===== src/rtl/rgb_palette_quantizer_if.sv =====
// Pixel-in / index-out handshake bundle for rgb_palette_quantizer,
// including the palette write port and the busy flag.
interface rgb_palette_quantizer_if;
  logic        pal_we;
  logic [3:0]  pal_waddr;
  logic [11:0] pal_wdata;
  logic        in_valid;
  logic        in_ready;
  logic [11:0] in_rgb;
  logic        out_valid;
  logic        out_ready;
  logic [3:0]  out_index;
  logic [5:0]  out_dist;
  logic        busy;

  modport master (
    output pal_we, pal_waddr, pal_wdata, in_valid, in_rgb, out_ready,
    input  in_ready, out_valid, out_index, out_dist, busy
  );

  modport slave (
    input  pal_we, pal_waddr, pal_wdata, in_valid, in_rgb, out_ready,
    output in_ready, out_valid, out_index, out_dist, busy
  );
endinterface


===== src/rtl/rgb_palette_quantizer.sv =====
// Nearest-palette-colour search: maps a 12-bit {r,g,b} pixel to the index of the
// closest of 16 writable palette entries (Manhattan distance), one entry per clock.
module rgb_palette_quantizer (
  input logic               Clk,
  input logic               Reset,
  rgb_palette_quantizer_if.slave bus
);

  localparam int ENTRIES = 16;
  localparam int CW      = 4;

  localparam logic [1:0] ST_IDLE   = 2'd0;
  localparam logic [1:0] ST_SEARCH = 2'd1;
  localparam logic [1:0] ST_DONE   = 2'd2;

  function automatic logic [CW-1:0] abs_diff(input logic [CW-1:0] a, input logic [CW-1:0] b);
    if (a >= b) begin
      abs_diff = a - b;
    end else begin
      abs_diff = b - a;
    end
  endfunction

  function automatic logic [5:0] manhattan(input logic [3*CW-1:0] x, input logic [3*CW-1:0] y);
    manhattan = {2'b00, abs_diff(x[3*CW-1:2*CW], y[3*CW-1:2*CW])}
              + {2'b00, abs_diff(x[2*CW-1:CW],   y[2*CW-1:CW])}
              + {2'b00, abs_diff(x[CW-1:0],      y[CW-1:0])};
  endfunction

  logic [3*CW-1:0] pal_r [ENTRIES];
  logic [1:0]      state_r;
  logic [3*CW-1:0] pix_r;
  logic [3:0]      cnt_r;
  logic [5:0]      best_dist_r;
  logic [3:0]      best_idx_r;
  logic            in_ready_r;
  logic            out_valid_r;
  logic            busy_r;
  logic [3:0]      out_index_r;
  logic [5:0]      out_dist_r;

  logic [5:0]      cur_dist_s;
  logic [5:0]      nxt_dist_s;
  logic [3:0]      nxt_idx_s;

  // Candidate best after comparing entry cnt_r; reads the pre-write palette value.
  always_comb begin
    cur_dist_s = manhattan(pix_r, pal_r[cnt_r]);
    if (cur_dist_s < best_dist_r) begin
      nxt_dist_s = cur_dist_s;
      nxt_idx_s  = cnt_r;
    end else begin
      nxt_dist_s = best_dist_r;
      nxt_idx_s  = best_idx_r;
    end
  end

  // Palette register file; writes are accepted in every state.
  always_ff @(posedge Clk or posedge Reset) begin
    if (Reset) begin
      for (int i = 0; i < ENTRIES; i++) begin
        pal_r[i] <= 12'h000;
      end
    end else if (bus.pal_we) begin
      pal_r[bus.pal_waddr] <= bus.pal_wdata;
    end
  end

  // Search sequencer with registered handshake outputs.
  always_ff @(posedge Clk or posedge Reset) begin
    if (Reset) begin
      state_r     <= ST_IDLE;
      pix_r       <= 12'h000;
      cnt_r       <= 4'd0;
      best_dist_r <= 6'd63;
      best_idx_r  <= 4'd0;
      in_ready_r  <= 1'b1;
      out_valid_r <= 1'b0;
      busy_r      <= 1'b0;
      out_index_r <= 4'd0;
      out_dist_r  <= 6'd0;
    end else begin
      case (state_r)
        ST_IDLE: begin
          if (bus.in_valid) begin
            pix_r       <= bus.in_rgb;
            cnt_r       <= 4'd0;
            best_dist_r <= 6'd63;
            best_idx_r  <= 4'd0;
            state_r     <= ST_SEARCH;
            in_ready_r  <= 1'b0;
            busy_r      <= 1'b1;
          end
        end
        ST_SEARCH: begin
          best_dist_r <= nxt_dist_s;
          best_idx_r  <= nxt_idx_s;
          cnt_r       <= cnt_r + 4'd1;
          // Last entry: publish the result including this cycle's comparison.
          if (cnt_r == 4'd15) begin
            state_r     <= ST_DONE;
            out_valid_r <= 1'b1;
            out_index_r <= nxt_idx_s;
            out_dist_r  <= nxt_dist_s;
          end
        end
        ST_DONE: begin
          if (bus.out_ready) begin
            state_r     <= ST_IDLE;
            out_valid_r <= 1'b0;
            busy_r      <= 1'b0;
            in_ready_r  <= 1'b1;
          end
        end
        default: begin
          state_r     <= ST_IDLE;
          out_valid_r <= 1'b0;
          busy_r      <= 1'b0;
          in_ready_r  <= 1'b1;
        end
      endcase
    end
  end

  assign bus.in_ready  = in_ready_r;
  assign bus.out_valid = out_valid_r;
  assign bus.busy      = busy_r;
  assign bus.out_index = out_index_r;
  assign bus.out_dist  = out_dist_r;

endmodule

===== src/flat_wrapper.sv =====
// flat-port wrapper written by rule: the top's interface ports become plain ports
module rgb_palette_quantizer_flat 
  (Clk, Reset, bus_pal_we, bus_pal_waddr, bus_pal_wdata, bus_in_valid, bus_in_rgb, bus_out_ready, bus_in_ready, bus_out_valid, bus_out_index, bus_out_dist, bus_busy);
  rgb_palette_quantizer_if bus_i ();
  input logic Clk;
  input logic Reset;
  input wire logic [$bits(bus_i.pal_we)-1:0] bus_pal_we;
  input wire logic [$bits(bus_i.pal_waddr)-1:0] bus_pal_waddr;
  input wire logic [$bits(bus_i.pal_wdata)-1:0] bus_pal_wdata;
  input wire logic [$bits(bus_i.in_valid)-1:0] bus_in_valid;
  input wire logic [$bits(bus_i.in_rgb)-1:0] bus_in_rgb;
  input wire logic [$bits(bus_i.out_ready)-1:0] bus_out_ready;
  output wire logic [$bits(bus_i.in_ready)-1:0] bus_in_ready;
  output wire logic [$bits(bus_i.out_valid)-1:0] bus_out_valid;
  output wire logic [$bits(bus_i.out_index)-1:0] bus_out_index;
  output wire logic [$bits(bus_i.out_dist)-1:0] bus_out_dist;
  output wire logic [$bits(bus_i.busy)-1:0] bus_busy;
  assign bus_i.pal_we = bus_pal_we;
  assign bus_i.pal_waddr = bus_pal_waddr;
  assign bus_i.pal_wdata = bus_pal_wdata;
  assign bus_i.in_valid = bus_in_valid;
  assign bus_i.in_rgb = bus_in_rgb;
  assign bus_i.out_ready = bus_out_ready;
  assign bus_in_ready = bus_i.in_ready;
  assign bus_out_valid = bus_i.out_valid;
  assign bus_out_index = bus_i.out_index;
  assign bus_out_dist = bus_i.out_dist;
  assign bus_busy = bus_i.busy;
  rgb_palette_quantizer u_core (.Clk(Clk), .Reset(Reset), .bus(bus_i));
endmodule

===== config.mk =====
export PLATFORM = sky130hd
export DESIGN_NAME = rgb_palette_quantizer_flat
export DESIGN_NICKNAME = d
export VERILOG_FILES = /design/src/rtl/rgb_palette_quantizer_if.sv /design/src/rtl/rgb_palette_quantizer.sv /design/src/flat_wrapper.sv
export SDC_FILE = /design/constraint.sdc
export NUM_CORES = 1
export LEC_CHECK = 0
export CORE_ASPECT_RATIO = 0.8
export CORE_MARGIN = 5
export CORE_UTILIZATION = 60
export DETAILED_ROUTE_END_ITERATION = 8
export GPL_TIMING_DRIVEN = 0
export MAX_ROUTING_LAYER = met4
export PLACE_DENSITY = 0.86
export SLEW_MARGIN = 0
export SYNTH_ARGS = -nofsm -noshare
export SYNTH_HDL_FRONTEND = slang
export SYNTH_SLANG_ARGS = --single-unit

===== constraint.sdc =====
create_clock -name Clk -period 15.7 [get_ports Clk]
set_input_delay 3.14 -clock Clk [delete_from_list [all_inputs] [get_ports Clk]]
set_output_delay 3.14 -clock Clk [all_outputs]
set_load 0.005 [all_outputs]

==> impl_metrics.env, run 1 <==
export IMPL_slew_violations=0
export IMPL_place_congestion=0.820
export IMPL_die_w_um=168
export IMPL_r2r_setup_slack_ns=8.93
export IMPL_insertion_delay_ns=0.52
export IMPL_cts_buffers=24
export IMPL_syn_area_per_cell_um2=13.1
export IMPL_overflow=0
export IMPL_r2r_start="u_core.cnt_r[1]"
export IMPL_synth_edf_count=0
export IMPL_critPathSlowestCell="fa_1"
export IMPL_synth_cell_type_count=48
export IMPL_async_flop_share=1.00
export IMPL_synthFlopType="dfrtp_1"
export IMPL_hpwlAfterDp_um=19700
export IMPL_syn_to_final_growth_pct=13.3
export IMPL_yosys_warnings=0
export IMPL_reg2regPathDepth=22
export IMPL_finalSetupViolCount=0
export IMPL_layout_common_cells="226 x dfrtp_1, 130 x mux2_2, 71 x mux2_1"
export IMPL_htree_levels=1
export IMPL_status="complete, no violations"
export IMPL_path_max_fanout=10
export IMPL_fin_tns_setup_ns=0
export IMPL_clock_path_buffers=3
export IMPL_cpPeakStageDelay_ns=0.55
export IMPL_final_common_cell="dfrtp_1"
export IMPL_slew_headroom=0.439
export IMPL_finalCritPeriodShare=0.431
export IMPL_drt_met1_wl_um=12600
export IMPL_detail_route_antenna_nets=0
export IMPL_critPathKind="register to register"
export IMPL_arrival_ns=7.21
export IMPL_post_cts_buffers=0
export IMPL_final_hold_viol_count=0
export IMPL_pin_count=46
export IMPL_syn_nets=987
export IMPL_maxCapViolCount=0
export IMPL_hold_path_depth=2
export IMPL_skew_ns=0.0121
export IMPL_drt_total_wl_um=28700
export IMPL_fillCellCount=1365
export IMPL_grt_pass1_vias=8218
export IMPL_clk_pin_slew_worst_paths_ns=0.06
export IMPL_postSynthCellCount=911
export IMPL_hold_path_end="u_core.bus.out_index[3]"
export IMPL_max_freq_mhz=148
export IMPL_dr_max_layer_used="met4"
export IMPL_core_um2=19700
export IMPL_path_common_cell="a21oi_1"
export IMPL_routed_wl_met2_um=13100
export IMPL_min_from="u_core.bus.out_index[3]"
export IMPL_drive_above_1_share=0.270
export IMPL_fin_cells=1262
export IMPL_ys_ff_latch=233
export IMPL_r2r_end="u_core.best_dist_r[0]"
export IMPL_yosysSeqAreaShare=0.489
export IMPL_finalWorstSetupSlack_ns=8.93
export IMPL_dp_slack_ns=9.06
export IMPL_drc_errors=0
export IMPL_track_usage=0.264
export IMPL_end_kind="register"
export IMPL_wl_per_cell_um=22.8
export IMPL_rsz0062_at_grt="false"
export IMPL_io_buffers=43
export IMPL_num_vias=7747
export IMPL_place_inst=1219
export IMPL_met3_length_um=1870
export IMPL_hp_class="register to register"
export IMPL_min_period_ns=6.77
export IMPL_grt_pass1_wl_um=45700
export IMPL_die_h_um=136
export IMPL_viasPerCell=6.14
export IMPL_required_ns=16.13
export IMPL_rows=46
export IMPL_antenna_found_initial=1
export IMPL_cts_tree="built"
export IMPL_dieArea_um2=22800
export IMPL_initial_core_util=0.607
export IMPL_layout_nets=1057
export IMPL_drt_initial_drc_count=630
export IMPL_cts_root_buf="clkbuf_16"
export IMPL_ctsResizeCount=0
export IMPL_drtPass1Iterations=5
export IMPL_hold_buffers=0
export IMPL_worst_pin_slew_ns=0.841
export IMPL_syn_cell_area_um2=11900
export IMPL_startpoint_type="register"
export IMPL_clock_sinks=233
export IMPL_grt_max_degree=135
export IMPL_crit_path_cell_trace="nor2b_1, buf_2, clkbuf_1, a21oi_1, o21ai_0, nand2_1, ha_1, a21oi_1, o21ai_0, mux2_2, fa_1, fa_1, a21o_1, a21oi_1, xor2_1, ha_1, o21a_1, a21oi_1, o21a_1, buf_2, o22ai_1, a22oi_1"
==> synthesized netlist by cell type (all sizes together), types with 17 or more instances <==
| master | instances | share of area |
|---|---|---|
| a21oi | 30 | 0.013 |
| buf | 40 | 0.022 |
| clkbuf | 22 | 0.0069 |
| dfrtp | 226 | 0.47 |
| ha | 35 | 0.037 |
| inv | 28 | 0.0088 |
| mux2 | 212 | 0.20 |
| mux2i | 48 | 0.040 |
| mux4 | 24 | 0.045 |
| nand2 | 56 | 0.018 |
| nor2 | 17 | 0.0053 |
| o21ai | 44 | 0.018 |
==> worst max path at each step <==
stage	from	endpoint	slack, ns	cells after the start
finish	u_core.cnt_r[1]	u_core.best_dist_r[0]	8.93	22
global route	u_core.cnt_r[1]	u_core.best_dist_r[0]	8.54	24
CTS	u_core.cnt_r[1]	u_core.best_dist_r[0]	8.98	20
detailed placement	u_core.cnt_r[1]	u_core.bus.out_index[1]	9.06	20
global placement	Reset	u_core.pal_r[140]	3.32	2
floorplan	Reset	u_core.best_idx_r[0]	6.18	1
==> metrics by stage <==
| step | instance area [um2] | util | hold slack [ns] |
|---|---|---|---|
| after CTS | 13500 | 0.687 | 0.477 |
| after global routing | 13500 | 0.687 | 0.503 |
| after global placement | 12700 | 0.645 | 0.451 |
| after floorplan | 11900 | - | 0.453 |
| final | 13500 | 0.687 | 0.471 |
| after detailed placement | 12700 | 0.647 | 0.464 |
==> state kept, by name, summed over array words and instances (netlist names) <==
signal                cells
u_core.bus.in_ready       1
u_core.pal_r            192
u_core.bus.out_index      4
u_core.best_idx_r         4
u_core.bus.busy           1
u_core.pix_r             12
u_core.bus.out_valid      1
u_core.best_dist_r        6
u_core.state_r            2
u_core.cnt_r              4
u_core.bus.out_dist       6
==> final cells by class <==
| type | instances | area [um2] | share of cell area |
|---|---|---|---|
| diodes | 1 | 2.50 | 0.000185 |
| plain buffers | 62 | 349 | 0.0258 |
| clock buffers | 34 | 688 | 0.0509 |
| clock inverters | 8 | 104 | 0.00768 |
| inverters | 28 | 113 | 0.00832 |
| multi-input cells | 588 | 5650 | 0.417 |
| flip-flops and latches | 233 | 5840 | 0.432 |
| well taps | 264 | 330 | 0.0244 |
| repair buffers | 44 | 458 | 0.0338 |
==> cells by family (layout without fill, tap and decap cells) <==
logic type	after synthesis	in the layout	synth area share
other cells	0	1	0
flops	233	233	0.489
buf+inv	90	176	0.0380
compound gates	141	141	0.0828
mux	284	284	0.289
simple gates	109	109	0.0431
xor+xnor	11	11	0.00807
fa+ha+maj	43	43	0.0501
==> routing by layer <==
| metal | vias to the layer above | GRT usage |
|---|---|---|
| li1 | 3454 | - |
| met1 | 3980 | 0.351 |
| met2 | 240 | 0.407 |
| met3 | 73 | 0.0549 |
| met4 | 0 | 0.0987 |
| met5 | - | - |
==> critical path, delay by kind of cell (launching register included) <==
family	cells	cell delay, ns
buffers and inverters	3	0.88
AND/OR/NAND/NOR	2	0.30
adder cells (fa/ha/maj)	4	1.70
XOR/XNOR	1	0.35
multiplexers	1	0.44
flip-flops	1	0.44
AO/OA/AOI/OAI	11	2.56
Power of run 1 is not shown: default switching activity piles up to over one toggle a cycle in this logic, so the estimate is an artifact.
==> run 2, diff against run 1 <==
clock period = 6.65 ns   (was 15.7 ns; I/O delays follow)
==> run 2 against run 1 <==
  * Via count up 1.3%
  * Clock skew up 0.0015 ns
  * Hold slack worse by 0.0049 ns
  * Design area up 1.4%
  * Fmax up 6.7%
  * Die area unchanged
  * Largest cell class unchanged
==> impl_metrics.env, run 2 (synthesis gave the netlist of run 1 again) <==
export IMPL_drt_total_wl_um=29000
export IMPL_die_h_um=136
export IMPL_reg_top3="u_core.pal_r x192, u_core.pix_r x12"
export IMPL_end_kind="register"
export IMPL_drc_errors=0
export IMPL_final_hold_viol_count=0
export IMPL_largest_register_ffs=192
export IMPL_maxCapViolCount=0
export IMPL_cpPeakStageDelay_ns=0.43
export IMPL_final_common_cell="dfrtp_1"
export IMPL_path_common_cell="a21oi_1"
export IMPL_cts_root_buf="clkbuf_16"
export IMPL_hp_class="register to register"
export IMPL_overflow=0
export IMPL_max_freq_mhz=158
export IMPL_slew_violations=0
export IMPL_grt_pass1_wl_um=45800
export IMPL_layout_nets=1063
export IMPL_hold_path_depth=2
export IMPL_grt_max_degree=43
export IMPL_grt_pass1_vias=8272
export IMPL_place_congestion=0.832
export IMPL_worst_pin_slew_ns=0.821
export IMPL_clock_sinks=233
export IMPL_diodes=0
export IMPL_path_max_fanout=10
export IMPL_insertion_delay_ns=0.52
export IMPL_num_vias=7845
export IMPL_antenna_found_initial=0
export IMPL_hpwlAfterDp_um=20300
export IMPL_die_w_um=168
export IMPL_track_usage=0.264
export IMPL_cts_tree="built"
export IMPL_initial_core_util=0.607
export IMPL_layout_common_cells="226 x dfrtp_1, 130 x mux2_2, 71 x mux2_1"
export IMPL_syn_to_final_growth_pct=14.9
export IMPL_holdWs_ns=0.466
export IMPL_startpoint_type="register"
export IMPL_slew_headroom=0.452
export IMPL_required_ns=7.07
export IMPL_finalCritPeriodShare=0.955
export IMPL_min_period_ns=6.35
export IMPL_regMostFlops="u_core.pal_r"
export IMPL_viasPerCell=6.19
export IMPL_critPathKind="register to register"
export IMPL_status="complete, no violations"
export IMPL_arrival_ns=6.77
export IMPL_dieArea_um2=22800
export IMPL_clk_pin_slew_worst_paths_ns=0.06
export IMPL_skew_ns=0.0136
export IMPL_post_cts_buffers=0
export IMPL_drtPass1Iterations=5
export IMPL_clock_path_buffers=3
export IMPL_htree_levels=1
export IMPL_core_um2=19700
export IMPL_drt_initial_drc_count=554
export IMPL_finalSetupViolCount=0
export IMPL_crit_path_cell_trace="buf_4, and2_1, buf_4, a221oi_2, o21ai_1, and2_1, fa_1, a21oi_1, o21ai_2, mux2_2, fa_1, xor2_1, ha_1, a21o_1, a21oi_1, xor2_2, ha_1, o21a_1, a21oi_1, o21a_1, buf_2, o22ai_1, a22oi_1"
export IMPL_reg2regPathDepth=23
export IMPL_pin_count=46
export IMPL_cp_num_buf_inv=3
export IMPL_cp_depth=23
export IMPL_cts_buffers=24
export IMPL_wl_per_cell_um=22.8
export IMPL_drive_above_1_share=0.287
export IMPL_rsz0062_at_grt="false"
export IMPL_rows=46
export IMPL_crit_family="compound AO/OA/AOI/OAI gates"
export IMPL_critPathSlowestCell="dfrtp_1"
export IMPL_io_buffers=43
export IMPL_detail_route_antenna_nets=0
run 2: worst paths after layout:
| path | from | endpoint | slack, ns |
|---|---|---|---|
| worst max-delay path | u_core.cnt_r[1] | u_core.best_dist_r[1] | 0.30 |
| worst min-delay path | u_core.bus.out_index[3] | u_core.bus.out_index[3] | 0.47 |
| worst max register to register | u_core.cnt_r[1] | u_core.best_dist_r[1] | 0.30 |
| worst min register to register | u_core.bus.out_index[3] | u_core.bus.out_index[3] | 0.47 |
| max in group asynchronous | Reset | u_core.pal_r[93] | 4.45 |
| min in group asynchronous | Reset | u_core.best_idx_r[3] | 1.19 |
run 2: layer usage:
layer	up-vias	share of wire	track usage
met5	-	0	-
met4	0	0.035	0.0825
met3	58	0.066	0.0547
met2	258	0.47	0.416
met1	4075	0.43	0.351
li1	3454	-	-
run 2: cell type report:
type                            count  area (um2)
Clock inverter                      6        80.1
Clock buffer                       37         751
Sequential cell                   233        5840
Tap cell                          264         330
Buffer                             62         352
Timing Repair Buffer               50         571
Multi-Input combinational cell    588        5690
Inverter                           28         109
Fill cell                        1328        5970
run 2: worst register-to-register path, cell delays in order, from the launching register on:
cell and delay (ns):
dfrtp_1 0.43, buf_4 0.22, and2_1 0.26, buf_4 0.24, a221oi_2 0.41, o21ai_1 0.24, and2_1 0.29, fa_1 0.41
a21oi_1 0.17, o21ai_2 0.12, mux2_2 0.32, fa_1 0.43, xor2_1 0.25, ha_1 0.31, a21o_1 0.19, a21oi_1 0.22
xor2_2 0.25, ha_1 0.29, o21a_1 0.19, a21oi_1 0.19, o21a_1 0.26, buf_2 0.26, o22ai_1 0.12, a22oi_1 0.20
run 2: timing repair:
item | 4_1_cts | 5_1_grt
endpoints found under the setup margin | 7 | 20
hold buffers | 0 | 0
pin swaps | 0 | 0
endpoints found under the hold margin | 0 | 0
resized for setup | 2 | 16
run 2: per-stage QoR:
stage / area, um2 / util / TNS, ns / cells / setup WS [ns]
global route: 13700 / 0.697 / 0 / 1268 / 0.0145
floorplan: 11900 / - / 0 / 911 / 1.16
finish: 13700 / 0.697 / 0 / 1268 / 0.302
detailed placement: 12800 / 0.653 / -0.0189 / 1225 / -0.0128
global placement: 12700 / 0.645 / 0 / 1218 / 0.115
CTS: 13700 / 0.695 / 0 / 1268 / 0.0258
Power of run 2 is left out for the same reason.
